[config.mk]
export PLATFORM = sky130hd
export DESIGN_NAME = led_share_arbiter
export DESIGN_NICKNAME = d
export VERILOG_FILES = /design/src/rtl/led_share_arbiter.sv
export SDC_FILE = /design/constraint.sdc
export NUM_CORES = 1
export LEC_CHECK = 0
export CAP_MARGIN = 40
export CELL_PAD_IN_SITES_DETAIL_PLACEMENT = 0
export CELL_PAD_IN_SITES_GLOBAL_PLACEMENT = 1
export CORE_MARGIN = 10
export CORE_UTILIZATION = 35
export DETAILED_ROUTE_END_ITERATION = 10
export PLACE_DENSITY_LB_ADDON = 0.08
export SYNTH_ARGS = -nofsm -noshare
export SYNTH_HDL_FRONTEND = slang
export SYNTH_SLANG_ARGS = --single-unit
[constraint.sdc]
create_clock -name clk -period 2.5 [get_ports clk]
set_clock_uncertainty 0.2 [all_clocks]
set_input_delay 0.5 -clock clk [delete_from_list [all_inputs] [get_ports clk]]
set_output_delay 0.5 -clock clk [all_outputs]
set_load 0.05 [all_outputs]
[src/rtl/led_share_arbiter.sv]
// Round-robin sharing of the 4-bit LED bank between NREQ requesters, with an idle rotating pattern.
// Latency: req -> gnt/led one edge; no backpressure, requesters hold req high. Macro: LED_SHARE_FIXPRIO_EN.
// Backpressure: none; a grant is held HOLD_TICKS ticks or until its req drops, then one GAP cycle.
module led_share_arbiter #(
  parameter int CLK_FRE    = 50,
  parameter int TICK_MS    = 1000,
  parameter int HOLD_TICKS = 3,
  parameter int NREQ       = 3
) (
  input  logic                clk,
  input  logic                rst_n,
  input  logic [NREQ-1:0]     req,
  input  logic [4*NREQ-1:0]   pat,
  output logic [NREQ-1:0]     gnt,
  output logic [3:0]          led,
  output logic                tick
);

  localparam logic [31:0] TICK_CYC = 32'(CLK_FRE * 1000 * TICK_MS);
  localparam int PW = (NREQ > 1) ? $clog2(NREQ) : 1;
  localparam int HW = (HOLD_TICKS > 1) ? $clog2(HOLD_TICKS + 1) : 1;
  localparam logic [HW-1:0] HOLD_LAST = HW'(HOLD_TICKS - 1);

  typedef enum logic [1:0] {IDLE, GRANT, GAP} state_t;

  state_t        state;
  logic [31:0]   tick_cnt;
  logic [3:0]    idle_pat;
  logic [3:0]    idle_nxt;
  logic [PW-1:0] rr_ptr;
  logic [PW-1:0] win;
  logic [HW-1:0] hold_cnt;

  logic          any_req;
  logic [PW-1:0] pick;
  logic [3:0]    pick_pat;
  logic [3:0]    win_pat;
  logic          win_req;
  logic [PW-1:0] win_inc;

  // Free-running prescaler; tick is a decode of the count so it lines up with tick_cnt==TICK_CYC-1.
  always_ff @(posedge clk or negedge rst_n) begin
    if (!rst_n) begin
      tick_cnt <= '0;
    end else if (tick_cnt == TICK_CYC - 32'd1) begin
      tick_cnt <= '0;
    end else begin
      tick_cnt <= tick_cnt + 32'd1;
    end
  end

  assign tick     = (tick_cnt == TICK_CYC - 32'd1);
  assign idle_nxt = tick ? {idle_pat[2:0], idle_pat[3]} : idle_pat;

  always_ff @(posedge clk or negedge rst_n) begin
    if (!rst_n) begin
      idle_pat <= 4'b0001;
    end else begin
      idle_pat <= idle_nxt;
    end
  end

  // Search starts at rr_ptr; with fixed priority rr_ptr never leaves 0, giving lowest-index-wins.
  always_comb begin
    int idx;
    logic [PW-1:0] cand;
    logic found;
    idx   = 0;
    cand  = '0;
    found = 1'b0;
    pick  = '0;
    for (int i = 0; i < NREQ; i++) begin
      idx = int'(rr_ptr) + i;
      if (idx >= NREQ) begin
        idx = idx - NREQ;
      end
      cand = PW'(idx);
      if (!found && req[cand]) begin
        found = 1'b1;
        pick  = cand;
      end
    end
    any_req = found;
  end

  always_comb begin
    pick_pat = 4'b0000;
    win_pat  = 4'b0000;
    win_req  = 1'b0;
    for (int i = 0; i < NREQ; i++) begin
      if (PW'(i) == pick) begin
        pick_pat = pat[4*i +: 4];
      end
      if (PW'(i) == win) begin
        win_pat = pat[4*i +: 4];
        win_req = req[i];
      end
    end
  end

  assign win_inc = (win == PW'(NREQ - 1)) ? '0 : win + PW'(1);

  always_ff @(posedge clk or negedge rst_n) begin
    if (!rst_n) begin
      state    <= IDLE;
      gnt      <= '0;
      led      <= 4'b0001;
      rr_ptr   <= '0;
      win      <= '0;
      hold_cnt <= '0;
    end else begin
      case (state)
        IDLE: begin
          if (any_req) begin
            win      <= pick;
            gnt      <= {{(NREQ-1){1'b0}}, 1'b1} << pick;
            led      <= pick_pat;
            hold_cnt <= '0;
            state    <= GRANT;
          end else begin
            led <= idle_nxt;
          end
        end
        GRANT: begin
          if ((tick && hold_cnt == HOLD_LAST) || !win_req) begin
            gnt   <= '0;
            led   <= idle_nxt;
            state <= GAP;
`ifdef LED_SHARE_FIXPRIO_EN
            rr_ptr <= '0;
`else
            rr_ptr <= win_inc;
`endif
          end else begin
            led <= win_pat;
            if (tick) begin
              hold_cnt <= hold_cnt + HW'(1);
            end
          end
        end
        GAP: begin
          gnt   <= '0;
          led   <= idle_nxt;
          state <= IDLE;
        end
        default: begin
          gnt   <= '0;
          led   <= idle_nxt;
          state <= IDLE;
        end
      endcase
    end
  end

endmodule

==> summary.txt <==
Placement
  • Dpl hpwl: 4.59 mm
  • Post-place instance area: 3330 um2
  • Global placer's final weighted congestion: between 0.7 and 0.8
  • Post-Place Setup Slack: -0.341 ns
  • Count of buffers from port buffering: 24

STA
  • Unrepaired setup endpoints after global routing: yes
  • Total count of max-transition violations in the final report: 0
  • Max Fclk: 395 MHz
  • Final clock period utilization by the worst path: 101%
  • Least-Margin Pin Slew: 0.666 ns
  • Post-layout min period: roughly 2.5 ns
  • Final Hold Vio Count: 0
  • Slew HR: a little under three fifths
  • Total setup violations reported at the end of the flow: 1
  • Crit path setup slack, layout: -0.0345 ns

Synth
  • Post-synthesis cell area: roughly 2700 um2
  • Number of enable flip-flop cells after synthesis: 0
  • Fraction of the yosys area taken by sequential cells: 47.1%
  • Most instantiated library cell after synthesis: sky130_fd_sc_hd__dfrtp_1
  • Synthesized area divided by synthesized cell count: around 10 um2
  • Synthesized netlist net count: about 290
  • Most area-consuming cells after synthesis: sky130_fd_sc_hd__dfrtp_1 45%, sky130_fd_sc_hd__xnor2_1 4.8%, sky130_fd_sc_hd__xor2_1 4.5%
  • Share of the synthesized area in the top cell type: 45.1%
  • Number of instances in the synthesized netlist: 264
  • Total of warnings raised by yosys: 0
  • Primary flip-flop cell chosen by synthesis mapping: sky130_fd_sc_hd__dfrtp_1
  • #FFs+latches synth: 51
  • Asr flop ratio synth: 100%
  • List of most frequent post-synthesis cells: 49 x sky130_fd_sc_hd__dfrtp_1, 27 x sky130_fd_sc_hd__nor2_1, 22 x sky130_fd_sc_hd__nand2_1
  • Post-synthesis cell type with the largest combined area: sky130_fd_sc_hd__dfrtp_1
  • Number of distinct library cells after synthesis: 49

Layout
  • Final design utilization: between 40% and 50%
  • Finished layout cell area: around 3700 um2
  • Post-layout nets: approximately 350
  • Fill cell count: approximately 740
  • Diode insertion count for antenna repair: 0
  • Multi-input combinational cell area: 1550 um2
  • Reg area: around 1300 um2
  • Area Growth Syn to Fin: 35.2%
  • Fraction of final layout cells with drive strength greater than 1: a little over a quarter

Setup path
  • Type of element launching the critical path: register
  • Critical Path End Type: primary output
  • Required arrival time at the worst endpoint: about 1.8 ns
  • Data arrival, critical path: ~1.8 ns
  • Highest net fanout along the worst path: 4
  • Crit path kind: reg2out

Routing
  • Remaining design rule violation count: 0
  • Total vias in the final route: 2138
  • Residual antenna-violating net count after detailed routing: 0
  • Avg WL per Cell: approximately 15 um
  • 1st-iter DRT viols: between 50 and 60
  • First-pass detailed-route iteration total: 4
  • Total wire length after detailed routing: around 6.4 mm
  • Number of vias per cell: a little under 5

GRT
  • Sum of overflow across all layers after global routing: 0
  • Initial antenna violation count: 0
  • Maximum number of pins on one net before global-route repair: 52
  • Wire length of the first global-routing pass: around 11 mm
  • Total GRT Usage: roughly 11%
  • Number of global-route vias before repair: 2142

Clocking
  • CTS Sinks: 51
  • Clock root buffer: sky130_fd_sc_hd__clkbuf_8
  • Total number of H-tree levels: 2
  • Clock insertion delay at the later pin of the skew report: between 0.3 and 0.4 ns
  • Clock transition at the registers of the reported paths: 0.11 ns
  • Max clock buf depth: 2
  • Hold buffers post-CTS: 0
  • Total CTS buffers: 5
  • TritonCTS clock tree: built

Floorplanning
  • I/O pin count: 25
  • Die outline height: between 100 and 150 um
  • Die Outline Area: between 10000 and 15000 um2
  • Initial cell density of the core: 35.5%
  • Placement Rows: 32
  • Chip Width: around 110 um
  • Core Footprint: 7650 um2

Power
  • Highest ir drop seen on vdd: 0.405 mV
  • Leak pwr: around 0.0016 uW
  • Tot Pwr: between 3000 and 4000 uW
  • PD cells: around 830 nW/um2

Flow run
  • Max-capacitance violation count: 0

Status
  • Status: finished, violations left
  • Violated checks: negative setup slack

Min path
  • Worst hold path class: in2async
[path summary, 6_finish.rpt]
kind                       slack (ns)      endpoint  cells past startpoint         start
hold / removal                   0.09   tick_cnt[9]                      2         rst_n
min in group clk                 0.30  tick_cnt[31]                      1  tick_cnt[31]
hold reg to reg                  0.30  tick_cnt[31]                      1  tick_cnt[31]
setup / recovery                -0.03          tick                      4  tick_cnt[23]
max in group asynchronous        1.56  tick_cnt[15]                      2         rst_n
setup reg to reg                 0.08        led[2]                      8  tick_cnt[23]
[timing repair]
action / CTS / global route
buffers inserted: 7 / 3
gates resized for setup: 8 / 22
endpoints found under the setup margin: 7 / 12
gates cloned: 0 / 0
pin swaps: 4 / 7
endpoints found under the hold margin: 0 / 0
[where the power goes]
part	total [uW]	leakage, uW	switching (uW)	internal [uW]
Clock	513	0.0000502	305	208
Combinational	1490	0.000915	788	697
Sequential	1030	0.000678	114	919
[layout by cell type, fill, tap and decap left out, types with 5 or more instances in the layout]
| cell type | instances |
|---|---|
| sky130_fd_sc_hd__nor2_1 | 26 |
| sky130_fd_sc_hd__buf_4 | 40 |
| sky130_fd_sc_hd__nand3_1 | 16 |
| sky130_fd_sc_hd__clkdlybuf4s50_1 | 22 |
| sky130_fd_sc_hd__nand2_1 | 22 |
| sky130_fd_sc_hd__clkbuf_8 | 5 |
| sky130_fd_sc_hd__nand2b_1 | 7 |
| sky130_fd_sc_hd__nand4_1 | 5 |
| sky130_fd_sc_hd__a21oi_1 | 10 |
| sky130_fd_sc_hd__mux2i_1 | 9 |
| sky130_fd_sc_hd__xor2_1 | 14 |
| sky130_fd_sc_hd__and3_1 | 9 |
| sky130_fd_sc_hd__dfrtp_1 | 49 |
| sky130_fd_sc_hd__xnor2_1 | 15 |
| sky130_fd_sc_hd__inv_1 | 7 |
[registers in the layout (all words and copies together), names as in the netlist]
register  cells
hold_cnt      2
win           2
led           4
idle_pat      4
gnt           3
state         2
tick_cnt     32
rr_ptr        2
[per-stage QoR]
step                instances  setup TNS (ns)  hold slack [ns]
finish                    434         -0.0345           0.0921
global route              434          -0.295            0.149
CTS                       431         -0.0707            0.111
detailed placement        417           -1.87            0.275
global placement          417           -1.21            0.273
floorplan                 264               0          0.00441
[metal layers]
| metal | wire (um) | global-route usage, % | share of wire [%] | up-vias |
|---|---|---|---|---|
| met2 | 2900 | 16.3 | 45 | 25 |
| met5 | 0 | 0 | 0 | - |
| met4 | 65 | 3.82 | 1.0 | 0 |
| met1 | 3290 | 16.0 | 51 | 1039 |
| li1 | - | - | - | 1070 |
| met3 | 179 | 2.56 | 2.8 | 4 |
[cells by family after synthesis]
family                   count (synthesis)  synth area share (%)
AND/OR/NAND/NOR                        114                  22.6
AO/OA/AOI/OAI                           36                  10.2
flip-flops                              51                  47.1
multiplexers                            14                  5.94
XOR/XNOR                                29                  9.35
buffers and inverters                   15                  2.62
adder cells (fa/ha/maj)                  5                  2.30
[layout make-up]
cell class,count,area share (%)
Timing Repair Buffer,67,16.1
Clock inverter,3,0.783
Clock buffer,5,1.87
Tap cell,102,3.47
Sequential cell,51,34.8
Inverter,8,0.817
Multi-Input combinational cell,198,42.1
[critical path: stages, from the launching register on]
cell and delay [ns]:
sky130_fd_sc_hd__dfrtp_1 0.42, sky130_fd_sc_hd__nand3_1 0.11, sky130_fd_sc_hd__or4_4 0.55, sky130_fd_sc_hd__nor3_4 0.27, sky130_fd_sc_hd__buf_12 0.17
Note: power is estimated with default switching activity, not from simulation.
==> variant 1 (config.mk and constraints unchanged) <==
`HOLD_TICKS`: 3 -> 2.
--- a/src/rtl/led_share_arbiter.sv
+++ b/src/rtl/led_share_arbiter.sv
@@ -4,7 +4,7 @@
 module led_share_arbiter #(
   parameter int CLK_FRE    = 50,
   parameter int TICK_MS    = 1000,
-  parameter int HOLD_TICKS = 3,
+  parameter int HOLD_TICKS = 2,
   parameter int NREQ       = 3
 ) (
   input  logic                clk,
Formal check against the unedited RTL: same outputs for any inputs over 10 cycles, from zero or initial values and one cycle with rst_n low; that may be too few to reach the edited logic, so the function may still have changed.
==> variant 1 against the unedited design <==
Design area is 2.1% lower. Wire length is 0.57% lower. Total power is 2.0% lower. Worst setup slack better by 0.10 ns. Largest power group unchanged. Critical path depth is 2 higher. Utilization is 1.5 points lower. Die area is 1.9% higher. Synthesized area is 2.3% higher. Sequential cell count stayed put.
==> variant 1: results (changes against the unedited design) <==
\begin{tabular}{lr}
\hline
Metric & Value \\
\hline
\multicolumn{2}{l}{\textbf{Synthesis}} \\
\quad Share of synthesized area spent on multiplexers & 0.0504 (was 0.0594) \\
\quad Leading post-synthesis cells by cell area & sky130\_fd\_sc\_hd\_\_dfrtp\_1, sky130\_fd\_sc\_hd\_\_xor2\_1, sky130\_fd\_sc\_hd\_\_nor2\_1 (was sky130\_fd\_sc\_hd\_\_dfrtp\_1, sky130\_fd\_sc\_hd\_\_xnor2\_1, sky130\_fd\_sc\_hd\_\_xor2\_1) \\
\quad Synthesized-area fraction occupied by ao, oa, aoi and oai cells & 0.127 (was 0.102) \\
\quad Count of mapped cells out of synthesis & 280 (was 264) \\
\quad Share of the yosys chip area belonging to registers & 0.460 (was 0.471) \\
\quad Share of synthesized cell area in full adder, half adder and majority cells & 0.0225 (was 0.0230) \\
\multicolumn{2}{l}{\textbf{Hold path}} \\
\quad Worst hold path type & reg2reg (was in2async) \\
\multicolumn{2}{l}{\textbf{Timing}} \\
\quad Worst hold slack across all endpoints & 0.281 ns (was 0.0921 ns) \\
\quad Max-Slew Margin vs Limit & 0.648 (was 0.556) \\
\multicolumn{2}{l}{\textbf{Route}} \\
\quad Wire length on met1 & 2.89 mm (was 3.29 mm) \\
\quad Wire length on met3 & 316 um (was 179 um) \\
\quad Routed vias & 2,221 (was 2,138) \\
\quad Met2 Wirelength & 3.11 mm (was 2.90 mm) \\
\multicolumn{2}{l}{\textbf{Cells and area}} \\
\quad Signal buffers share of area & 0.151 (was 0.161) \\
\quad Buffers, non-clock & 60 (was 67) \\
\quad Finished Cell Area & 3600 um2 (was 3670 um2) \\
\quad Count of clock-net buffers in the final layout & 6 (was 5) \\
\quad Layout cells sized above 1 & 0.226 (was 0.268) \\
\multicolumn{2}{l}{\textbf{Place}} \\
\quad Post-detailed-placement cell area & 3350 um2 (was 3330 um2) \\
\quad Post-placement setup slack & -0.193 ns (was -0.341 ns) \\
\multicolumn{2}{l}{\textbf{GRT}} \\
\quad Global-route track usage on met1 & 0.138 (was 0.160) \\
\multicolumn{2}{l}{\textbf{Power}} \\
\quad Total power & 2.97 mW (was 3.03 mW) \\
\quad Switching share of power & 0.394 (was 0.398) \\
\multicolumn{2}{l}{\textbf{Setup path}} \\
\quad Beginning of the critical path & tick\_cnt[0]\$\_DFF\_PN0\_ (was tick\_cnt[23]\$\_DFF\_PN0\_) \\
\multicolumn{2}{l}{\textbf{Status}} \\
\quad Result of the run & finished clean (was finished, violations left) \\
\hline
\end{tabular}
variant 1: changes by cell type in the layout (fill, tap and decap cells not counted), moves of 4 or more:
| cell | unedited run | this run |
|---|---|---|
| sky130_fd_sc_hd__a21oi_1 | 10 | 4 |
| sky130_fd_sc_hd__a22oi_1 | 0 | 4 |
| sky130_fd_sc_hd__buf_4 | 40 | 31 |
| sky130_fd_sc_hd__inv_1 | 7 | 12 |
| sky130_fd_sc_hd__nand2_1 | 22 | 26 |
| sky130_fd_sc_hd__nand3_1 | 16 | 12 |
| sky130_fd_sc_hd__o21ai_0 | 3 | 17 |
| sky130_fd_sc_hd__xnor2_1 | 15 | 11 |
variant 1: repair_timing:
action                                 in CTS  in global routing
gates resized for setup                    10                 15
hold buffers                                1                  0
setup endpoints to repair                   7                 11
pin swaps                                   4                  4
setup buffers                               1                  5
cloned                                      0                  0
endpoints found under the hold margin       9                  0
==> variant 2 (same flow settings) <==
Without the edit above. Make the reset (`rst_n`) synchronous in 3 clocked blocks.
--- a/src/rtl/led_share_arbiter.sv
+++ b/src/rtl/led_share_arbiter.sv
@@ -39,7 +39,7 @@
   logic [PW-1:0] win_inc;
 
   // Free-running prescaler; tick is a decode of the count so it lines up with tick_cnt==TICK_CYC-1.
-  always_ff @(posedge clk or negedge rst_n) begin
+  always_ff @(posedge clk) begin
     if (!rst_n) begin
       tick_cnt <= '0;
     end else if (tick_cnt == TICK_CYC - 32'd1) begin
@@ -52,7 +52,7 @@
   assign tick     = (tick_cnt == TICK_CYC - 32'd1);
   assign idle_nxt = tick ? {idle_pat[2:0], idle_pat[3]} : idle_pat;
 
-  always_ff @(posedge clk or negedge rst_n) begin
+  always_ff @(posedge clk) begin
     if (!rst_n) begin
       idle_pat <= 4'b0001;
     end else begin
@@ -100,7 +100,7 @@
 
   assign win_inc = (win == PW'(NREQ - 1)) ? '0 : win + PW'(1);
 
-  always_ff @(posedge clk or negedge rst_n) begin
+  always_ff @(posedge clk) begin
     if (!rst_n) begin
       state    <= IDLE;
       gnt      <= '0;
Function: differs if rst_n is asserted again (counterexample within 4 cycles, from zero or initial values and one cycle with rst_n low); with rst_n held inactive, the same outputs for 10 cycles.
==> variant 2 against the unedited design <==
Design area is 3.9% lower. Synthesized area grew 6.4%. Non-clock buffer count shrank 18. Sequential cell count stayed put. Wire length up 14%. Worst setup slack improved by 0.12 ns.
Power is not compared: it rests on default switching activity, and its combinational part moved more than twofold at a synthesized area within 25%.
==> variant 2: results (changes against the unedited design) <==
\begin{tabular}{lr}
\hline
Metric & Value \\
\hline
\multicolumn{2}{l}{\textbf{Status}} \\
\quad Result of the run & finished clean (was finished, violations left) \\
\multicolumn{2}{l}{\textbf{Route}} \\
\quad Routed vias & 2,531 (was 2,138) \\
\quad Wire length on met1 & 3.55 mm (was 3.29 mm) \\
\quad Wire length on met3 & 143 um (was 179 um) \\
\quad Starting DRC count in detailed routing & 69 (was 59) \\
\quad Met2 Wirelength & 3.59 mm (was 2.90 mm) \\
\multicolumn{2}{l}{\textbf{Cells and area}} \\
\quad Seq area share & 0.290 (was 0.348) \\
\quad Count of clock-net buffers in the final layout & 8 (was 5) \\
\quad Multi-input combinational cell count & 263 (was 198) \\
\quad Layout cells sized above 1 & 0.142 (was 0.268) \\
\quad Count of non-CTS inverters in the layout & 17 (was 8) \\
\quad Fill cell total of the finished layout & 857 (was 738) \\
\quad Multi-input gate area & 1750 um2 (was 1550 um2) \\
\quad Clock network area share & 0.0284 (was 0.0266) \\
\quad Nets & 409 (was 353) \\
\quad Buffers, non-clock & 49 (was 67) \\
\multicolumn{2}{l}{\textbf{Setup path}} \\
\quad Largest fanout of any net on the critical path & 6 (was 4) \\
\quad Crit-path max cell delay & 0.36 ns (was 0.55 ns) \\
\quad Slowest library cell on the worst path & sky130\_fd\_sc\_hd\_\_dfxtp\_2 (was sky130\_fd\_sc\_hd\_\_or4\_4) \\
\multicolumn{2}{l}{\textbf{Synthesis}} \\
\quad Number of unique standard cell types used by synthesis & 56 (was 49) \\
\quad Share of the yosys chip area belonging to registers & 0.353 (was 0.471) \\
\quad Most common library cells after synthesis & sky130\_fd\_sc\_hd\_\_dfxtp\_1, sky130\_fd\_sc\_hd\_\_nor2\_1, sky130\_fd\_sc\_hd\_\_nand2\_1 (was sky130\_fd\_sc\_hd\_\_dfrtp\_1, sky130\_fd\_sc\_hd\_\_nor2\_1, sky130\_fd\_sc\_hd\_\_nand2\_1) \\
\multicolumn{2}{l}{\textbf{Timing}} \\
\quad Max-Slew Margin vs Limit & 0.655 (was 0.556) \\
\multicolumn{2}{l}{\textbf{GRT}} \\
\quad Met3 usage in global routing & 0.0227 (was 0.0256) \\
\quad First-pass GRT wire length & 13.0 mm (was 10.7 mm) \\
\quad Vias in the first global route & 2,597 (was 2,142) \\
\quad Global-route track usage on met1 & 0.151 (was 0.160) \\
\multicolumn{2}{l}{\textbf{CTS}} \\
\quad Post-CTS clock slew at the launch and capture registers of the worst setup and hold paths & 0.09 ns (was 0.11 ns) \\
\multicolumn{2}{l}{\textbf{Hold path}} \\
\quad Worst hold path type & reg2reg (was in2async) \\
\multicolumn{2}{l}{\textbf{Place}} \\
\quad DPL Wire Length & 5.49 mm (was 4.59 mm) \\
\hline
\end{tabular}
==> variant 2: cell types whose count changed after synthesis, moves of 9 or more <==
cell	unedited run	this run
sky130_fd_sc_hd__nor2_1	27	40
sky130_fd_sc_hd__dfrtp_1	49	0
sky130_fd_sc_hd__nor4_1	3	14
sky130_fd_sc_hd__xor2_1	14	5
sky130_fd_sc_hd__dfxtp_1	0	51
sky130_fd_sc_hd__xnor2_1	15	24
==> variant 2: logic make-up after synthesis <==
logic type / after synthesis / share of synthesized area
simple gates: 174 / 0.340
flops: 51 / 0.353
compound gates: 47 / 0.114
buf+inv: 33 / 0.0558
xor+xnor: 29 / 0.0878
mux: 8 / 0.0277
fa+ha+maj: 5 / 0.0216
==> variant 2: worst paths after layout <==
kind	slack (ns)	start	end	depth (start not counted)
setup / recovery	0.08	tick_cnt[0]$_SDFF_PP0_	tick	5
hold / removal	0.24	tick_cnt[0]$_SDFF_PP0_	tick_cnt[0]$_SDFF_PP0_	1
setup reg to reg	0.18	rr_ptr[1]$_SDFFE_PN0P_	led[3]$_SDFF_PN0_	6
hold reg to reg	0.24	tick_cnt[0]$_SDFF_PP0_	tick_cnt[0]$_SDFF_PP0_	1
==> variant 2: repair_timing <==
| item | in CTS | in global routing |
|---|---|---|
| pin swaps | 0 | 1 |
| setup endpoints to repair | 1 | 8 |
| hold buffers | 0 | 0 |
| gates cloned | 0 | 0 |
| gates resized for setup | 2 | 12 |
==> variant 2: metrics by stage <==
step	util	cells	instance area (um2)	setup WS, ns	total power, mW
floorplan	-	347	2890	0.178	1.17
global placement	0.417	485	3390	-0.0993	1.34
detailed placement	0.417	485	3390	-0.127	1.34
CTS	0.429	493	3490	0.00186	1.87
global route	0.434	493	3530	0.00215	1.95
finish	0.434	493	3530	0.0836	1.86
